<file path="src/rtl/des_display_pager.sv">
// Pages a latched 64-bit DES block onto a 16-bit display bus, one word at a time.
// Define DES_PAGER_AUTOSCROLL_EN to compile in the auto-scroll timer and hold control.
module des_display_pager #(
  parameter logic [31:0] TICKS_PER_PAGE = 32'd50_000_000
) (
  input  logic        clk,
  input  logic        rst,
  input  logic [63:0] blk_in,
  input  logic        blk_valid,
  input  logic        next_btn,
  input  logic        hold,
  output logic [15:0] val,
  output logic [1:0]  page,
  output logic        loaded
);

  typedef enum logic {EMPTY, SHOW} state_t;

  state_t      state_q, state_d;
  logic [63:0] blk_q, blk_d;
  logic [15:0] val_q, val_d;
  logic [1:0]  page_q, page_d;
  logic        loaded_q, loaded_d;
  logic        btn_prev_q, btn_prev_d;
  logic        btn_rise;
  logic        expire;
  logic        do_load, do_adv;

  function automatic logic [15:0] sel_word(input logic [63:0] b, input logic [1:0] p);
    case (p)
      2'd0:    sel_word = b[63:48];
      2'd1:    sel_word = b[47:32];
      2'd2:    sel_word = b[31:16];
      default: sel_word = b[15:0];
    endcase
  endfunction

  assign btn_rise = next_btn & ~btn_prev_q;

`ifdef DES_PAGER_AUTOSCROLL_EN
  logic [31:0] timer_q, timer_d;

  // A held counter sitting at the terminal value must not fire.
  assign expire = ~hold && (timer_q == TICKS_PER_PAGE - 32'd1);

  always_comb begin
    timer_d = timer_q;
    if (state_q == EMPTY || do_load || do_adv) timer_d = '0;
    else if (!hold)                            timer_d = timer_q + 32'd1;
  end

  always_ff @(posedge clk) begin
    if (rst) timer_q <= '0;
    else     timer_q <= timer_d;
  end
`else
  logic unused_hold;
  assign unused_hold = hold;
  assign expire      = 1'b0;
`endif

  always_comb begin
    state_d    = state_q;
    blk_d      = blk_q;
    val_d      = val_q;
    page_d     = page_q;
    loaded_d   = loaded_q;
    btn_prev_d = next_btn;
    do_load    = 1'b0;
    do_adv     = 1'b0;

    // Load outranks button, button outranks timer; losers are dropped.
    case (state_q)
      EMPTY:   do_load = blk_valid;
      default: begin
        if (blk_valid)                do_load = 1'b1;
        else if (btn_rise || expire)  do_adv  = 1'b1;
      end
    endcase

    if (do_load) begin
      state_d  = SHOW;
      blk_d    = blk_in;
      page_d   = 2'd0;
      val_d    = blk_in[63:48];
      loaded_d = 1'b1;
    end else if (do_adv) begin
      page_d = page_q + 2'd1;
      val_d  = sel_word(blk_q, page_q + 2'd1);
    end
  end

  always_ff @(posedge clk) begin
    if (rst) begin
      state_q    <= EMPTY;
      blk_q      <= '0;
      val_q      <= '0;
      page_q     <= '0;
      loaded_q   <= 1'b0;
      btn_prev_q <= 1'b0;
    end else begin
      state_q    <= state_d;
      blk_q      <= blk_d;
      val_q      <= val_d;
      page_q     <= page_d;
      loaded_q   <= loaded_d;
      btn_prev_q <= btn_prev_d;
    end
  end

  assign val    = val_q;
  assign page   = page_q;
  assign loaded = loaded_q;

endmodule

</file>
<file path="config.mk">
export PLATFORM = sky130hd
export DESIGN_NAME = des_display_pager
export DESIGN_NICKNAME = d
export VERILOG_FILES = /design/src/rtl/des_display_pager.sv
export SDC_FILE = /design/constraint.sdc
export NUM_CORES = 1
export LEC_CHECK = 0
export ABC_AREA = 1
export CAP_MARGIN = 10
export CORE_MARGIN = 4
export CORE_UTILIZATION = 50
export CTS_BUF_LIST = sky130_fd_sc_hd__clkbuf_4
export DETAILED_ROUTE_END_ITERATION = 16
export DONT_BUFFER_PORTS = 1
export PLACE_DENSITY = 0.65
export SLEW_MARGIN = 20
export SYNTH_ARGS = -nofsm -noshare
export SYNTH_HDL_FRONTEND = slang
export SYNTH_SLANG_ARGS = --single-unit
</file>
<file path="constraint.sdc">
create_clock -name clk -period 1.6 [get_ports clk]
set_input_delay 0.32 -clock clk [delete_from_list [all_inputs] [get_ports clk]]
set_output_delay 0.32 -clock clk [all_outputs]
set_load 0.005 [all_outputs]
</file>
==> results of run 1 <==
## power groups by stage
stage	Sequential, uW	Combinational [uW]	Clock, uW
after floorplan	2330	359	0
after global placement	2350	406	0
after detailed placement	2360	414	0
after CTS	2310	427	1180
after global routing	2330	498	1270
final	2310	430	1160
## cells in the final DEF (no fill, tap or decap)
cell type / count
buf_4: 10
o21ai_1: 3
nand2_1: 148
nor2_2: 1
clkinv_2: 2
ha_2: 1
dfxtp_2: 2
inv_4: 1
clkbuf_4: 11
nor2_4: 1
buf_12: 2
nand2_4: 2
dfxtp_1: 82
bufinv_16: 1
clkinv_1: 1
a21oi_1: 19
dlygate4sd3_1: 1
o21ai_0: 61
nor2_1: 162
ha_1: 3
nand3b_1: 16
inv_1: 5
## final cells by class
type                            count  area share [%]
Multi-Input combinational cell    417            46.2
Clock buffer                       11            2.13
Clock inverter                      3            1.03
Inverter                            7           0.742
Sequential cell                    84            43.4
Timing Repair Buffer               13            3.23
Tap cell                           99            3.20
## timing repair
item / CTS / global route
endpoints found under the setup margin: 1 / 12
hold buffers: 1 / 0
pin swaps: 0 / 3
gates resized for setup: 1 / 3
endpoints found under the hold margin: 19 / 0
## worst max-delay path, cell delays in order, from the launching register on
cell     delay, ns
dfxtp_2       0.38
inv_1         0.08
ha_1          0.23
buf_4         0.16
nand2_1       0.09
nand2_1       0.11
nor2_1        0.10
nor2_1        0.04
nor2_1        0.17
nor2_1        0.05
## metrics by stage
step                      power, uW  area [um^2]  hold slack (ns)  util, %  setup WS (ns)
final                          3900         3880           0.0297     53.7         0.0989
after global routing           4100         3880          0.00873     53.7        0.00167
after CTS                      3920         3870           0.0119     53.7         0.0648
after detailed placement       2770         3740            0.395     51.8         0.0227
after global placement         2760         3740            0.394     51.8         0.0349
after floorplan                2690         3700            0.440        -          0.172
## sequential cells by signal (all words and copies together), names as in the netlist
name        count
loaded          1
blk_q          64
btn_prev_q      1
val            16
page            2
## routing by layer
layer,up-vias,GRT usage (%),share of wire [%]
met3,12,5.45,7.9
li1,1675,-,-
met5,-,0,0
met2,112,30.5,42
met1,1456,33.4,49
met4,0,8.18,1.6
## synth_stat cells
library cell / count / area (um^2)
nor2_1: 163 / 612
nand2_1: 148 / 556
dfxtp_1: 84 / 1680
o21ai_0: 61 / 305
a21oi_1: 19 / 95.1
nand3b_1: 16 / 120
buf_2: 13 / 65.1
clkbuf_1: 13 / 48.8
buf_4: 5 / 37.5
inv_1: 5 / 18.8
ha_1: 4 / 50.1
buf_6: 3 / 33.8
clkbuf_2: 3 / 15.0
o21ai_1: 3 / 15.0
nand2_4: 2 / 22.5
clkinv_1: 1 / 3.75
inv_4: 1 / 6.26
nor2_4: 1 / 11.3
## kinds of logic (layout without fill, tap and decap cells)
kind of cell | Yosys count | count (layout) | share of synthesized area [%]
flops | 84 | 84 | 45.5
buf+inv | 44 | 34 | 6.19
simple gates | 330 | 330 | 35.7
compound gates | 83 | 83 | 11.2
fa+ha+maj | 4 | 4 | 1.35
## how the worst max path moves through the flow
stage | from | end | slack, ns | depth (start not counted)
2_1_floorplan | page[0] | val[11] | 0.17 | 9
3_3_place_gp | page[0] | val[0] | 0.03 | 7
3_5_place_dp | page[0] | val[0] | 0.02 | 7
4_1_cts | page[0] | val[11] | 0.06 | 9
5_1_grt | page[0] | val[8] | 0.002 | 9
6_report | page[0] | val[11] | 0.1 | 9
==> flow_summary.ini, run 1 <==
[outcome]
outcome = finished clean

[power_and_ir_drop]
p_seq_share_pct = 59.3
comb_power_share_pct = 11.0
p_int_uw = 2880
ir_drop_v = 0.000420
p_switching_uw = 1020
p_sw_share_pct = 26.1
power.density_nw_per_um2 = 1010
p_leak_uw = 0.00180
p_clk_share_pct = 29.7

[place]
dp_hpwl_mm = 6.49
gp_congestion = 0.839
place_inst = 619
port_buffers = 0

[logic_synthesis]
ys_seq_area_share_pct = 45.5
syn_avg_cell_area_um2 = 6.78
netlist_area_um2 = 3700
synth_warnings = 0
syn_nets = 618
synth-seq-cells = 84
synth_cell_type_count = 18
netlist_instances = 545

[layout]
fillers = 745
ff_latch_area_um2 = 1680
syn_to_final_growth_pct = 4.84
drive_above_1_share_pct = 6.36
antenna_cells = 0
nets = 605
multi_input_area_um2 = 1790
layoutNonFillerInstCount = 634

[routing]
drt_pass1_iterations = 4
wl_per_cell_um = 15.0
routed_wl_mm = 9.52
drc = 0
detail-route-antenna-nets = 0
vias = 3255
vias_per_cell = 5.13
drt_iter0_markers = 294

[timing]
grt_setup_unrepaired = no
fmax_ghz = 0.666
final.setup.tns_ns = 0
fin_crit_ns = 1.50
final_max_slew_viol_count = 0
setup-violations-final = 0
hold_viol_final = 0
maxSlewHeadroom_pct = 43.2
fin_skew_ns = 0.0118
period_share_pct = 93.8
worstMarginPinSlew_ns = 0.850

[hold_path]
holdPathEnd = blk_q[43]
hold_start = blk_in[43]
min_path_type = in -> reg
whs_path_depth = 2

[cts]
clock-sinks = 84
ctsLongestPathBuffers = 2
cts_buffers = 9
root_buffer = clkbuf_4
htree_levels = 3
post_cts_buffers = 0
clk_latency_ns = 0.42
path_clk_slew_ns = 0.13
cts_tree = built

[floorplanning]
start_util_pct = 51.2
die_h_um = 94.0
num_rows = 31
die_w_um = 94.0
io_pins = 88
core_area_um2 = 7210
die_area_um2 = 8830

[global_routing]
antenna_found_initial = 0
grt_max_degree = 68
grt_pass1_vias = 2947
grt_usage_pct = 22.3
grt_pass1_wl_mm = 15.0
overflow = 0

[worst_setup_path]
ff2ff_setup_slack_ns = 0.1
worst-path-max-fanout = 6
endpoint_kind = flop
crit_arrival_ns = 1.82
reg2reg_from = page[0]
path_class = reg -> reg
r2r_end = val[11]
critPathRequiredTime_ns = 1.92
cp-start-kind = flop
ff2ff_path_depth = 9

[flow_run]
maxCapViolCount = 0
No activity file was read; power rests on OpenSTA's default activity.
==> inputs of run 2 (changes only) <==
- CORE_UTILIZATION: 50 -> 55
- PLACE_DENSITY: 0.65 -> 0.7
- SKIP_LAST_GASP: not set -> 1
==> run 2 against run 1 <==
Register-to-register slack got worse by 0.03 ns. Sequential cell count unchanged. Design area increased by 5.9%. Combinational power increased by 9.3%. Clock power increased by 20%. Die area decreased by 8.3%. Highest routed layer unchanged.
==> flow_summary.ini, run 2 (synthesis gave the netlist of run 1 again) <==
[global_routing]
grt_max_degree = 68
grt_usage_pct = 23.2
grt_pass1_wl_mm = 15.0
antenna_found_initial = 0
overflow = 0
grt_pass1_vias = 3044

[routing]
drt_pass1_iterations = 6
drc = 0
detail-route-antenna-nets = 0
routed_wl_mm = 9.50
wl_per_cell_um = 15.0
drt_iter0_markers = 261
vias_per_cell = 5.31
vias = 3349

[cts]
clock-sinks = 84
cts_buffers = 9
path_clk_slew_ns = 0.14
clk_latency_ns = 0.43
root_buffer = clkbuf_4
ctsLongestPathBuffers = 2
cts_tree = built
htree_levels = 3
post_cts_buffers = 0

[layout]
fillers = 631
final_cell_area_um2 = 4110
nets = 622
drive_above_1_share_pct = 6.32
largest_reg_flops = 64
layout_commonest_cell = nor2_1
layout_common_cells = nor2_1, nand2_1, dfxtp_1
largest_register = blk_q
syn_to_final_growth_pct = 11.1
antenna_cells = 0

[worst_setup_path]
reg2reg_from = page[0]
cp-startpoint = page[0]
path_class = reg -> reg
critPathRequiredTime_ns = 1.93
endpoint_kind = flop
worst-path-max-fanout = 16
crit_arrival_ns = 1.86
cp-start-kind = flop

[floorplanning]
io_pins = 88
start_util_pct = 57.6
core_area_um2 = 6420
die_h_um = 90.0
die_area_um2 = 8100
die_w_um = 90.0
num_rows = 29

[timing]
grt_setup_unrepaired = yes
hold_viol_final = 0
final_max_slew_viol_count = 0
period_share_pct = 95.9
maxSlewHeadroom_pct = 42.6
fin_crit_ns = 1.53
fin_skew_ns = 0.0135
worstMarginPinSlew_ns = 0.858
setup-violations-final = 0
fmax_ghz = 0.652

[power_and_ir_drop]
ir_drop_v = 0.000606
p_leak_uw = 0.00191
power_uw = 4170
power.density_nw_per_um2 = 1020

[place]
gp_congestion = 0.817
placed_area_um2 = 3720
port_buffers = 0
dp_hpwl_mm = 6.42

[hold_path]
hold_start = blk_in[16]
min_path_type = in -> reg

[flow_run]
maxCapViolCount = 0

[outcome]
outcome = finished clean
[run 2: what timing repair did]
item | CTS | global route
pin swaps | 0 | 1
endpoints found under the hold margin | 32 | 4
setup endpoints to repair | 1 | 11
gates resized for setup | 2 | 5
hold buffers | 15 | 4
cloned | 0 | 1
[run 2: path summary, 6_finish.rpt]
kind	endpoint	slack (ns)	depth (start not counted)
setup / recovery	val[11]	0.07	9
hold / removal	blk_q[16]	0.02	2
setup reg to reg	val[11]	0.07	9
hold reg to reg	blk_q[44]	0.47	2
[run 2: power by group]
| part | switching (uW) | internal (uW) | total, uW |
|---|---|---|---|
| logic | 277 | 193 | 470 |
| clock network | 734 | 652 | 1390 |
| registers | 84.2 | 2230 | 2320 |
[run 2: metrics by stage]
| stage | TNS [ns] | worst slack [ns] | hold slack [ns] | std cells | utilization [%] |
|---|---|---|---|---|---|
| finish | 0 | 0.0663 | 0.0209 | 631 | 63.9 |
| floorplan | 0 | 0.172 | 0.440 | 545 | - |
| global route | -0.0692 | -0.0341 | 0.00200 | 631 | 63.9 |
| detailed placement | 0 | 0.0351 | 0.397 | 595 | 57.9 |
| global placement | 0 | 0.0800 | 0.392 | 595 | 57.9 |
| CTS | 0 | 0.0443 | 0.000610 | 626 | 62.8 |
[run 2: per-layer routing]
| metal | wire length (um) | track usage, % | up-vias |
|---|---|---|---|
| met4 | 119 | 5.36 | 0 |
| met3 | 837 | 7.18 | 11 |
| met5 | 0 | 0 | - |
| met1 | 4220 | 31.8 | 1487 |
| li1 | - | - | 1714 |
| met2 | 4320 | 36.0 | 137 |
[run 2: critical path, cell delays in order, from the launching register on]
cell and delay [ns]:
dfxtp_4 0.40, inv_1 0.08, ha_1 0.24, buf_12 0.16
nand2_1 0.08, nand2_1 0.11, nor2_1 0.12, nor2_1 0.05
nor2_1 0.13, nor2_1 0.07
[run 2: cell type report]
cell class	instances	area [um^2]	area share, %
multi-input combinational	417	1790	43.6
inverter	7	28.8	0.701
clock buffer	10	75.1	1.83
clock inverter	6	87.6	2.13
sequential	84	1690	41.1
timing repair buffer	30	340	8.29
tap	77	96.3	2.35
